### src/rtl/mem_access_stage_pkg.sv
// Shared pipeline definitions for the memory access stage.
// Holds the RV32I load/store funct3 encodings, the stage FSM state type,
// the bubble destination constant and small decode helpers.
package mem_access_stage_pkg;

  localparam logic [2:0] F3Lb  = 3'b000;
  localparam logic [2:0] F3Lh  = 3'b001;
  localparam logic [2:0] F3Lw  = 3'b010;
  localparam logic [2:0] F3Lbu = 3'b100;
  localparam logic [2:0] F3Lhu = 3'b101;
  localparam logic [2:0] F3Sb  = 3'b000;
  localparam logic [2:0] F3Sh  = 3'b001;
  localparam logic [2:0] F3Sw  = 3'b010;

  // rd = x0 never writes, so WB treats it as an empty slot.
  localparam logic [4:0] BubbleRd = 5'd0;

  typedef enum logic {StIdle, StBusy} state_e;

  function automatic logic f3_illegal(logic is_load, logic [2:0] f3);
    if (is_load) begin
      return (f3 == 3'b011) || (f3 == 3'b110) || (f3 == 3'b111);
    end
    return !((f3 == F3Sb) || (f3 == F3Sh) || (f3 == F3Sw));
  endfunction

  // f3[1:0] is the access size for both loads and stores (01 half, 10 word).
  function automatic logic misaligned(logic [1:0] size, logic [1:0] addr_lo);
    if (size == 2'b01) begin
      return addr_lo[0];
    end
    if (size == 2'b10) begin
      return addr_lo != 2'b00;
    end
    return 1'b0;
  endfunction

endpackage

### src/rtl/mem_access_stage_if.sv
// Data-memory request/acknowledge bus.
// master: the pipeline stage (drives req/we/be/addr/wdata, receives rdata/ack).
// slave:  the memory (drives rdata/ack).
interface mem_access_stage_if;
  logic        dmem_req;
  logic        dmem_we;
  logic [3:0]  dmem_be;
  logic [31:0] dmem_addr;
  logic [31:0] dmem_wdata;
  logic [31:0] dmem_rdata;
  logic        dmem_ack;

  modport master (
    output dmem_req, dmem_we, dmem_be, dmem_addr, dmem_wdata,
    input  dmem_rdata, dmem_ack
  );

  modport slave (
    input  dmem_req, dmem_we, dmem_be, dmem_addr, dmem_wdata,
    output dmem_rdata, dmem_ack
  );
endinterface

### src/rtl/mem_access_stage_load_align.sv
// load_align: combinational byte/half extraction and sign/zero extension
// of a 32-bit read word.
// Ports: rdata_i (read word), addr_lo_i (byte offset), funct3_i (load type),
//        data_o (write-back value).
module load_align
  import mem_access_stage_pkg::*;
(
  input  logic [31:0] rdata_i,
  input  logic [1:0]  addr_lo_i,
  input  logic [2:0]  funct3_i,
  output logic [31:0] data_o
);

  logic [7:0]  byte_sel;
  logic [15:0] half_sel;

  always_comb begin
    byte_sel = rdata_i[7:0];
    unique case (addr_lo_i)
      2'd0: byte_sel = rdata_i[7:0];
      2'd1: byte_sel = rdata_i[15:8];
      2'd2: byte_sel = rdata_i[23:16];
      2'd3: byte_sel = rdata_i[31:24];
      default: byte_sel = rdata_i[7:0];
    endcase
    half_sel = addr_lo_i[1] ? rdata_i[31:16] : rdata_i[15:0];

    data_o = rdata_i;
    unique case (funct3_i)
      F3Lb:    data_o = {{24{byte_sel[7]}}, byte_sel};
      F3Lh:    data_o = {{16{half_sel[15]}}, half_sel};
      F3Lbu:   data_o = {24'd0, byte_sel};
      F3Lhu:   data_o = {16'd0, half_sel};
      default: data_o = rdata_i;
    endcase
  end

endmodule

### src/rtl/mem_access_stage.sv
// mem_access_stage: RV32I MEM stage. Passes ALU results through in one
// cycle, runs a req/ack data-memory transaction for loads and stores
// (stalling upstream while busy), aligns load data and aborts a hung bus.
// Ports: clk/rst (sync active-high); in_* op from EX; flushM kill;
//        stall_req to upstream; dmem bus (master); *_MEM registered result
//        to WB; mem_exc one-cycle exception pulse.
module mem_access_stage
  import mem_access_stage_pkg::*;
#(
  parameter int unsigned TIMEOUT_CYCLES = 255
) (
  input  logic                        clk,
  input  logic                        rst,
  input  logic                        in_valid,
  input  logic                        in_is_load,
  input  logic                        in_is_store,
  input  logic [2:0]                  in_funct3,
  input  logic [31:0]                 in_addr,
  input  logic [31:0]                 in_store_data,
  input  logic [4:0]                  in_reg_dest,
  input  logic                        in_reg_write,
  input  logic                        flushM,
  output logic                        stall_req,
  mem_access_stage_if.master          dmem,
  output logic [4:0]                  reg_dest_MEM,
  output logic [31:0]                 result_MEM,
  output logic                        reg_write_MEM,
  output logic                        mem_exc
);

  localparam logic [7:0] TimeoutLast = 8'(TIMEOUT_CYCLES - 1);

  state_e      state_q, state_d;
  logic [7:0]  cnt_q, cnt_d;
  logic        discard_q, discard_d;
  logic        lat_load_q, lat_load_d;
  logic [2:0]  lat_funct3_q, lat_funct3_d;
  logic [1:0]  lat_lo_q, lat_lo_d;
  logic [4:0]  lat_rd_q, lat_rd_d;
  logic        lat_rw_q, lat_rw_d;
  logic        req_q, req_d;
  logic        we_q, we_d;
  logic [3:0]  be_q, be_d;
  logic [31:0] addr_q, addr_d;
  logic [31:0] wdata_q, wdata_d;
  logic [4:0]  rd_q, rd_d;
  logic [31:0] res_q, res_d;
  logic        rw_q, rw_d;
  logic        exc_q, exc_d;

  logic        in_mem;
  logic        in_bad;
  logic [31:0] load_data;

  assign in_mem = in_is_load | in_is_store;
  assign in_bad = f3_illegal(in_is_load, in_funct3) | misaligned(in_funct3[1:0], in_addr[1:0]);

  load_align u_load_align (
    .rdata_i   (dmem.dmem_rdata),
    .addr_lo_i (lat_lo_q),
    .funct3_i  (lat_funct3_q),
    .data_o    (load_data)
  );

  always_comb begin
    state_d      = state_q;
    cnt_d        = cnt_q;
    discard_d    = discard_q;
    lat_load_d   = lat_load_q;
    lat_funct3_d = lat_funct3_q;
    lat_lo_d     = lat_lo_q;
    lat_rd_d     = lat_rd_q;
    lat_rw_d     = lat_rw_q;
    req_d        = req_q;
    we_d         = we_q;
    be_d         = be_q;
    addr_d       = addr_q;
    wdata_d      = wdata_q;
    rd_d         = BubbleRd;
    res_d        = '0;
    rw_d         = 1'b0;
    exc_d        = 1'b0;

    unique case (state_q)
      StIdle: begin
        if (in_valid && !flushM) begin
          if (!in_mem) begin
            rd_d  = in_reg_dest;
            res_d = in_addr;
            rw_d  = in_reg_write;
          end else if (in_bad) begin
            exc_d = 1'b1;
          end else begin
            state_d      = StBusy;
            cnt_d        = '0;
            discard_d    = 1'b0;
            lat_load_d   = in_is_load;
            lat_funct3_d = in_funct3;
            lat_lo_d     = in_addr[1:0];
            lat_rd_d     = in_reg_dest;
            lat_rw_d     = in_reg_write;
            req_d        = 1'b1;
            we_d         = in_is_store;
            addr_d       = {in_addr[31:2], 2'b00};
            be_d         = 4'b1111;
            wdata_d      = in_store_data;
            if (in_is_store) begin
              if (in_funct3 == F3Sb) begin
                be_d    = 4'b0001 << in_addr[1:0];
                wdata_d = {4{in_store_data[7:0]}};
              end else if (in_funct3 == F3Sh) begin
                be_d    = in_addr[1] ? 4'b1100 : 4'b0011;
                wdata_d = {2{in_store_data[15:0]}};
              end
            end
          end
        end
      end
      StBusy: begin
        // A flushed transaction must still finish: a store cannot be recalled.
        if (flushM) begin
          discard_d = 1'b1;
        end
        if (dmem.dmem_ack) begin
          state_d = StIdle;
          req_d   = 1'b0;
          if (lat_load_q && !discard_q && !flushM) begin
            rd_d  = lat_rd_q;
            res_d = load_data;
            rw_d  = lat_rw_q;
          end
        end else if (cnt_q == TimeoutLast) begin
          state_d = StIdle;
          req_d   = 1'b0;
          exc_d   = 1'b1;
        end else begin
          cnt_d = cnt_q + 8'd1;
        end
      end
      default: state_d = StIdle;
    endcase
  end

  always_ff @(posedge clk) begin
    if (rst) begin
      state_q      <= StIdle;
      cnt_q        <= '0;
      discard_q    <= 1'b0;
      lat_load_q   <= 1'b0;
      lat_funct3_q <= '0;
      lat_lo_q     <= '0;
      lat_rd_q     <= '0;
      lat_rw_q     <= 1'b0;
      req_q        <= 1'b0;
      we_q         <= 1'b0;
      be_q         <= '0;
      addr_q       <= '0;
      wdata_q      <= '0;
      rd_q         <= BubbleRd;
      res_q        <= '0;
      rw_q         <= 1'b0;
      exc_q        <= 1'b0;
    end else begin
      state_q      <= state_d;
      cnt_q        <= cnt_d;
      discard_q    <= discard_d;
      lat_load_q   <= lat_load_d;
      lat_funct3_q <= lat_funct3_d;
      lat_lo_q     <= lat_lo_d;
      lat_rd_q     <= lat_rd_d;
      lat_rw_q     <= lat_rw_d;
      req_q        <= req_d;
      we_q         <= we_d;
      be_q         <= be_d;
      addr_q       <= addr_d;
      wdata_q      <= wdata_d;
      rd_q         <= rd_d;
      res_q        <= res_d;
      rw_q         <= rw_d;
      exc_q        <= exc_d;
    end
  end

  assign stall_req       = (state_q == StBusy);
  assign dmem.dmem_req   = req_q;
  assign dmem.dmem_we    = we_q;
  assign dmem.dmem_be    = be_q;
  assign dmem.dmem_addr  = addr_q;
  assign dmem.dmem_wdata = wdata_q;
  assign reg_dest_MEM    = rd_q;
  assign result_MEM      = res_q;
  assign reg_write_MEM   = rw_q;
  assign mem_exc         = exc_q;

endmodule

### src/flat_wrapper.sv
// flat-port wrapper written by rule: the top's interface ports become plain ports
module mem_access_stage_flat import mem_access_stage_pkg::*;
#(
  parameter int unsigned TIMEOUT_CYCLES = 255
)
  (clk, rst, in_valid, in_is_load, in_is_store, in_funct3, in_addr, in_store_data, in_reg_dest, in_reg_write, flushM, stall_req, reg_dest_MEM, result_MEM, reg_write_MEM, mem_exc, dmem_dmem_req, dmem_dmem_we, dmem_dmem_be, dmem_dmem_addr, dmem_dmem_wdata, dmem_dmem_rdata, dmem_dmem_ack);
  mem_access_stage_if dmem_i ();
  input  logic clk;
  input  logic rst;
  input  logic in_valid;
  input  logic in_is_load;
  input  logic in_is_store;
  input  logic [2:0] in_funct3;
  input  logic [31:0] in_addr;
  input  logic [31:0] in_store_data;
  input  logic [4:0] in_reg_dest;
  input  logic in_reg_write;
  input  logic flushM;
  output logic stall_req;
  output logic [4:0] reg_dest_MEM;
  output logic [31:0] result_MEM;
  output logic reg_write_MEM;
  output logic mem_exc;
  output wire logic [$bits(dmem_i.dmem_req)-1:0] dmem_dmem_req;
  output wire logic [$bits(dmem_i.dmem_we)-1:0] dmem_dmem_we;
  output wire logic [$bits(dmem_i.dmem_be)-1:0] dmem_dmem_be;
  output wire logic [$bits(dmem_i.dmem_addr)-1:0] dmem_dmem_addr;
  output wire logic [$bits(dmem_i.dmem_wdata)-1:0] dmem_dmem_wdata;
  input wire logic [$bits(dmem_i.dmem_rdata)-1:0] dmem_dmem_rdata;
  input wire logic [$bits(dmem_i.dmem_ack)-1:0] dmem_dmem_ack;
  assign dmem_dmem_req = dmem_i.dmem_req;
  assign dmem_dmem_we = dmem_i.dmem_we;
  assign dmem_dmem_be = dmem_i.dmem_be;
  assign dmem_dmem_addr = dmem_i.dmem_addr;
  assign dmem_dmem_wdata = dmem_i.dmem_wdata;
  assign dmem_i.dmem_rdata = dmem_dmem_rdata;
  assign dmem_i.dmem_ack = dmem_dmem_ack;
  mem_access_stage #(.TIMEOUT_CYCLES(TIMEOUT_CYCLES)) u_core (.clk(clk), .rst(rst), .in_valid(in_valid), .in_is_load(in_is_load), .in_is_store(in_is_store), .in_funct3(in_funct3), .in_addr(in_addr), .in_store_data(in_store_data), .in_reg_dest(in_reg_dest), .in_reg_write(in_reg_write), .flushM(flushM), .stall_req(stall_req), .dmem(dmem_i), .reg_dest_MEM(reg_dest_MEM), .result_MEM(result_MEM), .reg_write_MEM(reg_write_MEM), .mem_exc(mem_exc));
endmodule
### config.mk
export PLATFORM = sky130hd
export DESIGN_NAME = mem_access_stage_flat
export DESIGN_NICKNAME = d
export VERILOG_FILES = /design/src/rtl/mem_access_stage_pkg.sv /design/src/rtl/mem_access_stage_if.sv /design/src/rtl/mem_access_stage_load_align.sv /design/src/rtl/mem_access_stage.sv /design/src/flat_wrapper.sv
export SDC_FILE = /design/constraint.sdc
export NUM_CORES = 1
export LEC_CHECK = 0
export CAP_MARGIN = 30
export CORE_MARGIN = 2
export CORE_UTILIZATION = 41
export CTS_CLUSTER_DIAMETER = 120
export CTS_CLUSTER_SIZE = 28
export DETAILED_ROUTE_END_ITERATION = 7
export DONT_BUFFER_PORTS = 1
export HOLD_SLACK_MARGIN = 0.1
export PLACE_DENSITY = 0.59
export SETUP_SLACK_MARGIN = 0.15
export SYNTH_ARGS = -nofsm -noshare
export SYNTH_HDL_FRONTEND = slang
export SYNTH_HIERARCHICAL = 1
export SYNTH_SLANG_ARGS = --single-unit
### constraint.sdc
create_clock -name clk -period 3.1 [get_ports clk]
set_input_delay 0.31 -clock clk [delete_from_list [all_inputs] [get_ports clk]]
set_output_delay 0.31 -clock clk [all_outputs]
set_load 0.02 [all_outputs]
==> results by group, run 1 <==
Power
  • Power Dens Cells: 587 nW/um^2
  • Max rail drop VDD: 0.000370 V
  • Pleak: ~2.3 nW

Final layout
  • Share of post-route cells with drive strength above 1: 10.5%
  • Final net count: 809
  • P&R area growth vs syn: 18.6%
  • Final core utilization: 50.2%
  • Inserted Diodes: 0

Routing
  • Post-route antenna net violation count: 0
  • Drt via density: 6.17
  • Post-Route WL: 19300 um
  • Drc violations: 0
  • DRT Pass-1 Iters: 6
  • Post-DR wirelength/cell: 21.8 um
  • Drt initial violations: 501
  • Via count: 5476

Critical path
  • R2R cell count: 5
  • CP endpoint: u_core/dmem.dmem_be[1]
  • Startpoint types: flop
  • Setup CP Type: reg2reg
  • Worst setup path startpoint: u_core/stall_req
  • R2r setup slk: 330 ps
  • Reg-to-reg critical path endpoint: u_core/dmem.dmem_be[1]
  • CP Data Required Time: roughly 3400 ps
  • Slowest CP cell: dlygate4sd3_1
  • Ordered list of cells on the worst path: or3b_1 -> or2_2 -> nor2_4 -> a311oi_1 -> dlygate4sd3_1
  • CP max FO: 16
  • CP endpoint kind: flop
  • Reg2reg start: u_core/stall_req
  • CP peak stage delay: around 600 ps
  • CP arrival: 3060 ps

Yosys
  • Synth area leaders: dfxtp_1, a22oi_1, a21oi_1, nand3_1, mux2i_1
  • Most common cell in the netlist: dfxtp_1
  • Yosys cell types: slightly below 60
  • YS warnings: 6
  • Synth Cell Area: 5940 sq um
  • Syn avg cell area: 8.69 sq um
  • Synth area leader: dfxtp_1
  • Synthesized instance count: 684
  • Synth top area share: a little over two fifths
  • Post-synth ARST share: 0%
  • Synth Register Bits: 129
  • Seq/Total Area, Yosys: 43.5%
  • Most used DFF post-synth: dfxtp_1
  • Post-synth top cells: dfxtp_1, a21oi_1, nand2_1, nand3_1, a22oi_1
  • Number of flops mapped to enable cells by yosys: 0

Clock network
  • Clock transition at path regs: approximately 50 ps
  • CTS Buf Count: 17
  • Clk_lat worst skew: 410 ps
  • TritonCTS clock tree: done
  • Root buf cell: clkbuf_16
  • TritonCTS sink count: 129
  • Htree depth: 4
  • CTS max path bufs: 2

GRT
  • Vias in the first global route: 5307
  • Largest net degree at the start of global routing: ~120
  • Total global-route track usage: 24.2%
  • Total gr overflow: 0
  • First-pass GRT wire length: between 20000 and 30000 um
  • Initial antenna violation count: 0

Die
  • Initial Util: between 40 and 50%
  • Die footprint: 15500 sq um
  • # IOs: 222
  • Die height: 124 um
  • Core ar.: 14000 sq um
  • Die width: 124 um
  • # rows: between 40 and 50

Status
  • Outcome: finished, final reports clean

Timing
  • Rel. slew slack: around a third
  • Final worst-path cycle share: about 90%
  • Setup_tns: 0 ps
  • Final Setup Violations: 0
  • Slew @ Worst Pin: 987 ps
  • Worst Skew: 6.03 ps
  • Tmin final: 2770 ps
  • Final hold vios: 0
  • Fmax: ~360 MHz
  • Max-slew violation count: 0
  • RSZ-0062 raised after global routing: false

Run
  • MaxCap Viol Count: 0

Place
  • # port buffers: 0
  • Routability cong.: a little over 0.8
  • Post-DP HPWL: around 13000 um

Worst hold path
  • Worst hold path cell count: 2
  • Hold crit path type: in2reg
==> how the worst min path moves through the flow <==
stage | from | end | slack (ps)
final | dmem_dmem_ack | u_core/dmem.dmem_req | 130
after global routing | rst | u_core/dmem.dmem_wdata[27] | 120
after CTS | dmem_dmem_ack | u_core/dmem.dmem_req | 100
after detailed placement | rst | u_core/dmem.dmem_be[1] | 390
after global placement | rst | u_core/dmem.dmem_wdata[10] | 390
after floorplan | u_core/discard_q | u_core/discard_q | 450
==> stage by stage <==
step                      setup WS, ps  instances  instance area (sq um)  total power, W  hold slack, ps
after global routing               236        887                   7050         0.00429             122
final                              333        887                   7050         0.00413             127
after CTS                          189        886                   7040         0.00416             103
after global placement             748        803                   5910         0.00206             392
after detailed placement           645        803                   5910         0.00207             393
after floorplan                   1260        685                   5940         0.00204             448
==> power by group <==
part	internal [W]	switching [W]	leakage [nW]
Sequential	0.00170	0.0000658	1.04
Combinational	0.000143	0.000231	1.03
Clock	0.00128	0.000722	0.279
Total	0.00311	0.00102	2.35
==> cell type report <==
cell class | instances | area, sq um
multi-input combinational | 479 | 3020
tap | 180 | 225
inverter | 7 | 26.3
clock buffer | 21 | 450
clock inverter | 10 | 136
sequential | 129 | 2580
timing repair buffer | 61 | 609
fill | 1295 | 7000
==> flip-flops by register name (all words and copies together), names as in the netlist <==
name / count
u_core/stall_req: 1
u_core/reg_write_MEM: 1
u_core/dmem.dmem_req: 1
u_core/lat_load_q: 1
u_core/discard_q: 1
u_core/cnt_q: 8
u_core/dmem.dmem_be: 4
u_core/lat_funct3_q: 3
u_core/dmem.dmem_addr: 30
u_core/lat_rw_q: 1
u_core/dmem.dmem_wdata: 32
u_core/dmem.dmem_we: 1
u_core/result_MEM: 32
u_core/reg_dest_MEM: 5
u_core/lat_lo_q: 2
u_core/mem_exc: 1
u_core/lat_rd_q: 5
==> cells by family (layout without fill, tap and decap cells) <==
family                   count (synthesis)  after routing  share of synthesized area, %
buffers and inverters                   78             99                          6.42
other                                    1              2                        0.0631
AND/OR/NAND/NOR                        191            192                          16.3
flip-flops                             129            129                          43.5
adder cells (fa/ha/maj)                  2              2                         0.421
multiplexers                            41             41                          7.43
AO/OA/AOI/OAI                          240            240                          25.6
XOR/XNOR                                 2              2                         0.295
==> placed cells by master, fill, tap and decap left out, types with 7 or more instances in the layout <==
cell / netlist / routed
nand3_1: 54 / 54
clkbuf_16: 0 / 17
nor2_1: 46 / 46
nor4_2: 8 / 8
dlygate4sd3_1: 0 / 51
a21oi_1: 71 / 71
nor2b_1: 7 / 7
a22o_1: 7 / 7
mux2_2: 15 / 15
inv_1: 7 / 7
a211oi_1: 16 / 16
dfxtp_1: 129 / 129
o21ai_1: 11 / 11
buf_4: 4 / 8
a22oi_1: 52 / 52
nand2_1: 54 / 54
mux2i_1: 25 / 25
o21ai_0: 50 / 50
a31o_1: 10 / 10
==> layer usage <==
layer	track usage, %	vias up	wire length [um]
met5	0	-	0
met4	10.9	0	641
met1	29.8	2626	7920
li1	-	2518	-
met3	6.87	47	1490
met2	39.4	285	9280
==> worst max-delay path: cells and delay by family (launching register included) <==
kind | cells | cell delay, ps
AND/OR/NAND/NOR | 3 | 1440
buffers and inverters | 1 | 600
flip-flops | 1 | 440
AO/OA/AOI/OAI | 1 | 160
==> repair_timing <==
action | in CTS | in global routing
setup endpoints to repair | 0 | 1
gates resized for setup | 0 | 1
hold buffers | 52 | 0
hold endpoints to repair | 117 | 0
setup buffers | 0 | 0
(Power assumes the default switching activity.)
==> run 2: changes to the inputs <==
--- a/config.mk
+++ b/config.mk
@@ -14,6 +14,7 @@
 export DONT_BUFFER_PORTS = 1
 export HOLD_SLACK_MARGIN = 0.1
 export PLACE_DENSITY = 0.59
+export RECOVER_POWER = 100
 export SETUP_SLACK_MARGIN = 0.15
 export SYNTH_ARGS = -nofsm -noshare
 export SYNTH_HDL_FRONTEND = slang
==> run 2 against run 1 <==
Fmax is 1.0% higher. Largest cell class unchanged. Highest routed layer unchanged. Clock skew is 0.93 ps higher. First-iteration DRC count is 2.6% higher. Routed wire length is 0.11% higher. Utilization is 0.50 points lower. Critical path type unchanged. Clock power hardly changed. Sequential power hardly changed. Die area stayed put.
==> results by group, run 2 (synthesis gave the netlist of run 1 again) <==
Status
  • Outcome: finished, final reports clean

Clock network
  • Root buf cell: clkbuf_16
  • TritonCTS sink count: 129 (unchanged)
  • Clock transition at path regs: 50 ps (about the same)
  • TritonCTS clock tree: done
  • Htree depth: 4 (unchanged)
  • CTS max path bufs: 2 (unchanged)
  • CTS Buf Count: 17 (unchanged)
  • Clk_lat worst skew: 420 ps (about the same)
  • Post-CTS setup buffers: 0 (unchanged)

Power
  • Max rail drop VDD: 0.000370 V (about the same)
  • Pleak: 2.34 nW (-0.23%)
  • Power Dens Cells: 592 nW/um^2 (+0.94%)

Run
  • MaxCap Viol Count: 0 (unchanged)

Die
  • # rows: 43 (unchanged)
  • # IOs: 222 (unchanged)
  • Die width: 124 um (unchanged)
  • Die height: 124 um (unchanged)
  • Core ar.: 14000 sq um (unchanged)
  • Die footprint: 15500 sq um (unchanged)
  • Initial Util: 42.3% (unchanged)

Critical path
  • Reg2reg start: u_core/stall_req
  • Setup CP Type: reg2reg
  • CP max FO: 70 (+54)
  • CP arrival: 3090 ps (+30 ps)
  • Startpoint types: flop
  • CP endpoint kind: flop
  • CP Data Required Time: 3450 ps (+50 ps)
  • Worst setup path startpoint: u_core/stall_req

Timing
  • Slew @ Worst Pin: 1070 ps (+82.9 ps)
  • Final worst-path cycle share: 88.3% (-0.91 points)
  • Fmax: 365 MHz (+1.0%)
  • Max-slew violation count: 0 (unchanged)
  • Tmin final: 2740 ps (-28.3 ps)
  • Worst Skew: 6.96 ps (+0.928 ps)
  • Final hold slack: 127 ps (+0.527 ps)
  • Setup_tns: 0 ps (unchanged)
  • Rel. slew slack: 28.4% (-5.8 points)
  • Final hold vios: 0 (unchanged)
  • RSZ-0062 raised after global routing: false
  • Final Setup Violations: 0 (unchanged)

Routing
  • DRT Pass-1 Iters: 5 (-1)
  • Drc violations: 0 (unchanged)
  • Post-Route WL: 19300 um (+0.11%)
  • Via count: 5447 (-0.53%)
  • Post-route antenna net violation count: 0 (unchanged)
  • Post-DR wirelength/cell: 21.8 um (+0.11%)
  • Drt via density: 6.14 (-0.53%)
  • Drt initial violations: 514 (+2.6%)

Final layout
  • Final net count: 809 (unchanged)
  • Most frequent cells in the layout: dfxtp_1, a21oi_1, o21ai_0
  • Most common cell after layout, fill and taps aside: dfxtp_1
  • Filler cells: 1305 (+0.77%)
  • P&R area growth vs syn: 17.4%
  • Inserted Diodes: 0 (unchanged)
  • Final core utilization: 49.7% (-0.50 points)
  • Share of post-route cells with drive strength above 1: 8.91% (-1.6 points)

GRT
  • Total global-route track usage: 24.2% (unchanged)
  • Total gr overflow: 0 (unchanged)
  • First-pass GRT wire length: 30000 um (unchanged)
  • Vias in the first global route: 5307 (unchanged)
  • Initial antenna violation count: 0 (unchanged)
  • Largest net degree at the start of global routing: 118 (unchanged)

Place
  • # port buffers: 0 (unchanged)
  • Routability cong.: 0.827 (unchanged)
  • Post-DP HPWL: 12500 um (unchanged)

Worst hold path
  • Hold crit path type: in2reg
  • Worst Hold Launch: dmem_dmem_ack
[run 2: changes by cell type in the layout (fill, tap and decap cells not counted), sizes merged]
cell,previous run,this run
clkbuf,21,23
buf,10,8
[run 2: cell type report]
class | instances | area (sq um) | area share (%)
sequential | 129 | 2580 | 37.0
multi-input combinational | 479 | 2950 | 42.3
timing repair buffer | 61 | 604 | 8.66
clock inverter | 10 | 136 | 1.95
clock buffer | 21 | 450 | 6.46
inverter | 7 | 26.3 | 0.377
tap | 180 | 225 | 3.23
[run 2: path summary, 6_finish.rpt]
| path | end | slack (ps) | depth (start not counted) |
|---|---|---|---|
| max | u_core/dmem.dmem_be[1] | 360 | 6 |
| min | u_core/dmem.dmem_req | 130 | 2 |
| max reg2reg | u_core/dmem.dmem_be[1] | 360 | 6 |
| min reg2reg | u_core/lat_rw_q | 480 | 2 |
[run 2: metal layers]
metal,global-route usage [%],wire length [um],vias up
met5,0,0,-
met4,10.9,602,0
met3,6.87,1430,42
met2,39.4,9270,272
met1,29.8,8040,2610
li1,-,-,2523
[run 2: timing repair]
action,in CTS,in global routing
endpoints found under the hold margin,117,0
setup endpoints to repair,0,1
gates resized for setup,0,1
hold buffers,52,0
[run 2: worst max-delay path, stage by stage (launching register included)]
cell	delay, ps
dfxtp_1	440
or3b_1	510
nor2_1	200
buf_6	480
a21oi_1	130
a311oi_1	290
dlygate4sd3_1	600
[run 2: through the flow]
step           cell area (sq um)  cells  worst slack, ps  power (W)
6_report                    6980    887              362    0.00413
5_1_grt                     6980    887              187    0.00428
4_1_cts                     7040    886              189    0.00416
3_5_place_dp                5910    803              645    0.00207
3_3_place_gp                5910    803              748    0.00206
2_1_floorplan               5940    685             1260    0.00204
[run 2: where the power goes]
| part | switching (W) | internal (W) |
|---|---|---|
| clock network | 0.000727 | 0.00128 |
| logic | 0.000226 | 0.000140 |
| registers | 0.0000656 | 0.00170 |
==> run 3: changes to the inputs <==
--- a/config.mk
+++ b/config.mk
@@ -5,15 +5,15 @@
 export SDC_FILE = /design/constraint.sdc
 export NUM_CORES = 1
 export LEC_CHECK = 0
+export BUFFER_PORTS_ARGS = -buffer_cell sky130_fd_sc_hd__buf_2
 export CAP_MARGIN = 30
 export CORE_MARGIN = 2
 export CORE_UTILIZATION = 41
 export CTS_CLUSTER_DIAMETER = 120
 export CTS_CLUSTER_SIZE = 28
 export DETAILED_ROUTE_END_ITERATION = 7
-export DONT_BUFFER_PORTS = 1
 export HOLD_SLACK_MARGIN = 0.1
-export PLACE_DENSITY = 0.59
+export PLACE_DENSITY = 0.72
 export RECOVER_POWER = 100
 export SETUP_SLACK_MARGIN = 0.15
 export SYNTH_ARGS = -nofsm -noshare
==> run 3 against run 2 <==
Flip-flop and latch count unchanged. Cell count increased by 20%. Non-clock buffer count up 172. Utilization is 3.5 points higher. Design area up 7.1%. Fmax is 4.8% higher. Critical path type unchanged.
==> results by group, run 3 (synthesis gave the netlist of run 1 again) <==
GRT
  • Initial antenna violation count: 1 (+1)
  • Largest net degree at the start of global routing: 67 (-43%)
  • Total gr overflow: 0 (unchanged)
  • Vias in the first global route: 5457 (+2.8%)
  • Total global-route track usage: 23.8% (-0.39 points)
  • First-pass GRT wire length: 29700 um (-0.92%)

Clock network
  • Cts repair resizes: 0 (unchanged)
  • CTS Buf Count: 17 (unchanged)
  • Clk_lat worst skew: 420 ps (about the same)
  • TritonCTS sink count: 129 (unchanged)
  • CTS max path bufs: 2 (unchanged)
  • Hold buffer count at cts: 0 (-100%)
  • Htree depth: 4 (unchanged)
  • Root buf cell: clkbuf_16
  • Post-CTS setup buffers: 0 (unchanged)
  • Clock transition at path regs: 60 ps (about the same)
  • TritonCTS clock tree: done

Timing
  • Final Setup Violations: 0 (unchanged)
  • Final hold vios: 0 (unchanged)
  • Slew @ Worst Pin: 1140 ps (+75.2 ps)
  • Worst Skew: 10.8 ps (+3.82 ps)
  • Final hold slack: 144 ps (+16.7 ps)
  • Max-slew violation count: 0 (unchanged)
  • Final worst-path cycle share: 84.2% (-4.1 points)
  • Rel. slew slack: 23.7% (-4.7 points)
  • Setup_tns: 0 ps (unchanged)
  • Tmin final: 2610 ps (-127 ps)
  • Fmax: 383 MHz (+4.8%)
  • RSZ-0062 raised after global routing: false

Critical path
  • CP endpoint kind: flop
  • Startpoint types: flop
  • CP max FO: 24 (-66%)
  • Setup CP Type: reg2reg
  • CP Data Required Time: 3410 ps (-40 ps)
  • CP arrival: 2920 ps (-170 ps)

Die
  • Die footprint: 15500 sq um (unchanged)
  • Core ar.: 14000 sq um (unchanged)
  • # IOs: 222 (unchanged)
  • Die width: 124 um (unchanged)
  • # rows: 43 (unchanged)
  • Initial Util: 42.3% (unchanged)
  • Die height: 124 um (unchanged)

Power
  • Pwr Total: 0.00413 W (about the same)
  • Power Dens Cells: 553 nW/um^2 (-6.6%)
  • P_sw: 0.00106 W (+4.3%)
  • Clock power frac: 46.9% (-1.6 points)
  • P_int: 0.00307 W (-1.4%)
  • Flop pwr share: 41.5% (-1.1 points)
  • Sw frac: 25.7% (+1.1 points)
  • Combinational share of power: 11.5% (+2.6 points)
  • Max rail drop VDD: 0.000444 V (+20%)
  • Pleak: 2.70 nW (+15%)

Final layout
  • P&R area growth vs syn: 25.8%
  • Most frequent cells in the layout: dfxtp_1, clkbuf_1, buf_2
  • Most common cell after layout, fill and taps aside: dfxtp_1
  • Final net count: 980 (+21%)
  • Design area: 7470 sq um (+7.1%)
  • Final non-filler cell total: 1060 (+20%)
  • Share of post-route cells with drive strength above 1: 21.4% (+12 points)

Routing
  • Drc violations: 0 (unchanged)
  • DRT Pass-1 Iters: 5 (unchanged)
  • Post-DR wirelength/cell: 17.8 um (-19%)
  • Post-Route WL: 18800 um (-2.6%)
  • Drt initial violations: 550 (+7.0%)
  • Via count: 6002 (+10%)
  • Drt via density: 5.66 (-7.8%)
  • Post-route antenna net violation count: 0 (unchanged)

Place
  • Post-DP HPWL: 13000 um (+4.0%)
  • Placed Area: 7050 sq um (+19%)
  • Routability cong.: 0.928 (+12%)
  • Dpl cells: 1027 (+28%)
  • # port buffers: 219 (+219)

Worst hold path
  • Hold crit path type: in2reg

Status
  • Outcome: finished, final reports clean

Run
  • MaxCap Viol Count: 0 (unchanged)
run 3: cell count changes in the layout (fill, tap and decap cells not counted), sizes merged:
cell         previous run  this run
buf                     8       122
clkbuf                 23       132
dlygate4sd3            51         0
clkinv                  4         6
bufinv                  3         2
diode                   0         1
nor2                   49        48
run 3: final cells by class:
class	instances	area, sq um
fillers	1354	6570
clock inverters	11	113
repair buffers	233	1060
clock buffers	21	460
diodes	1	2.50
inverters	7	26.3
flip-flops and latches	129	2580
multi-input cells	478	3010
well taps	180	225
run 3: final timing paths:
check                                               start                    endpoint  slack [ps]  cells past startpoint
worst max-delay path                     u_core/stall_req  u_core/dmem.dmem_wdata[28]         490                      6
worst min-delay path                          in_addr[10]       u_core/result_MEM[10]         140                      3
worst max register to register           u_core/stall_req  u_core/dmem.dmem_wdata[28]         490                      6
worst min register to register  u_core/dmem.dmem_addr[30]   u_core/dmem.dmem_addr[30]         470                      2
run 3: layer usage:
layer | vias up | share of wire (%) | GRT usage (%)
li1 | 2866 | - | -
met1 | 2837 | 45 | 32.3
met2 | 247 | 46 | 35.4
met3 | 52 | 6.0 | 5.67
met4 | 0 | 3.7 | 11.9
met5 | - | 0 | 0
run 3: through the flow:
step	worst slack, ps	util [%]
global route	344	53.2
detailed placement	691	50.2
finish	488	53.2
floorplan	1260	-
CTS	789	54.3
global placement	750	50.2
run 3: critical path, cell delays in order, from the launching register on:
cell and delay (ps):
dfxtp_1 390, or3b_1 520, nor2_4 150, clkbuf_1 850
nand2_1 120, buf_4 230, a31o_1 230
run 3: power groups by stage:
| stage | sequential, W | combinational (W) | clock, W |
|---|---|---|---|
| 6_report | 0.00172 | 0.000476 | 0.00194 |
| 5_1_grt | 0.00172 | 0.000516 | 0.00205 |
| 4_1_cts | 0.00171 | 0.000483 | 0.00197 |
| 3_5_place_dp | 0.00175 | 0.000481 | 0 |
| 3_3_place_gp | 0.00175 | 0.000479 | 0 |
| 2_1_floorplan | 0.00179 | 0.000259 | 0 |
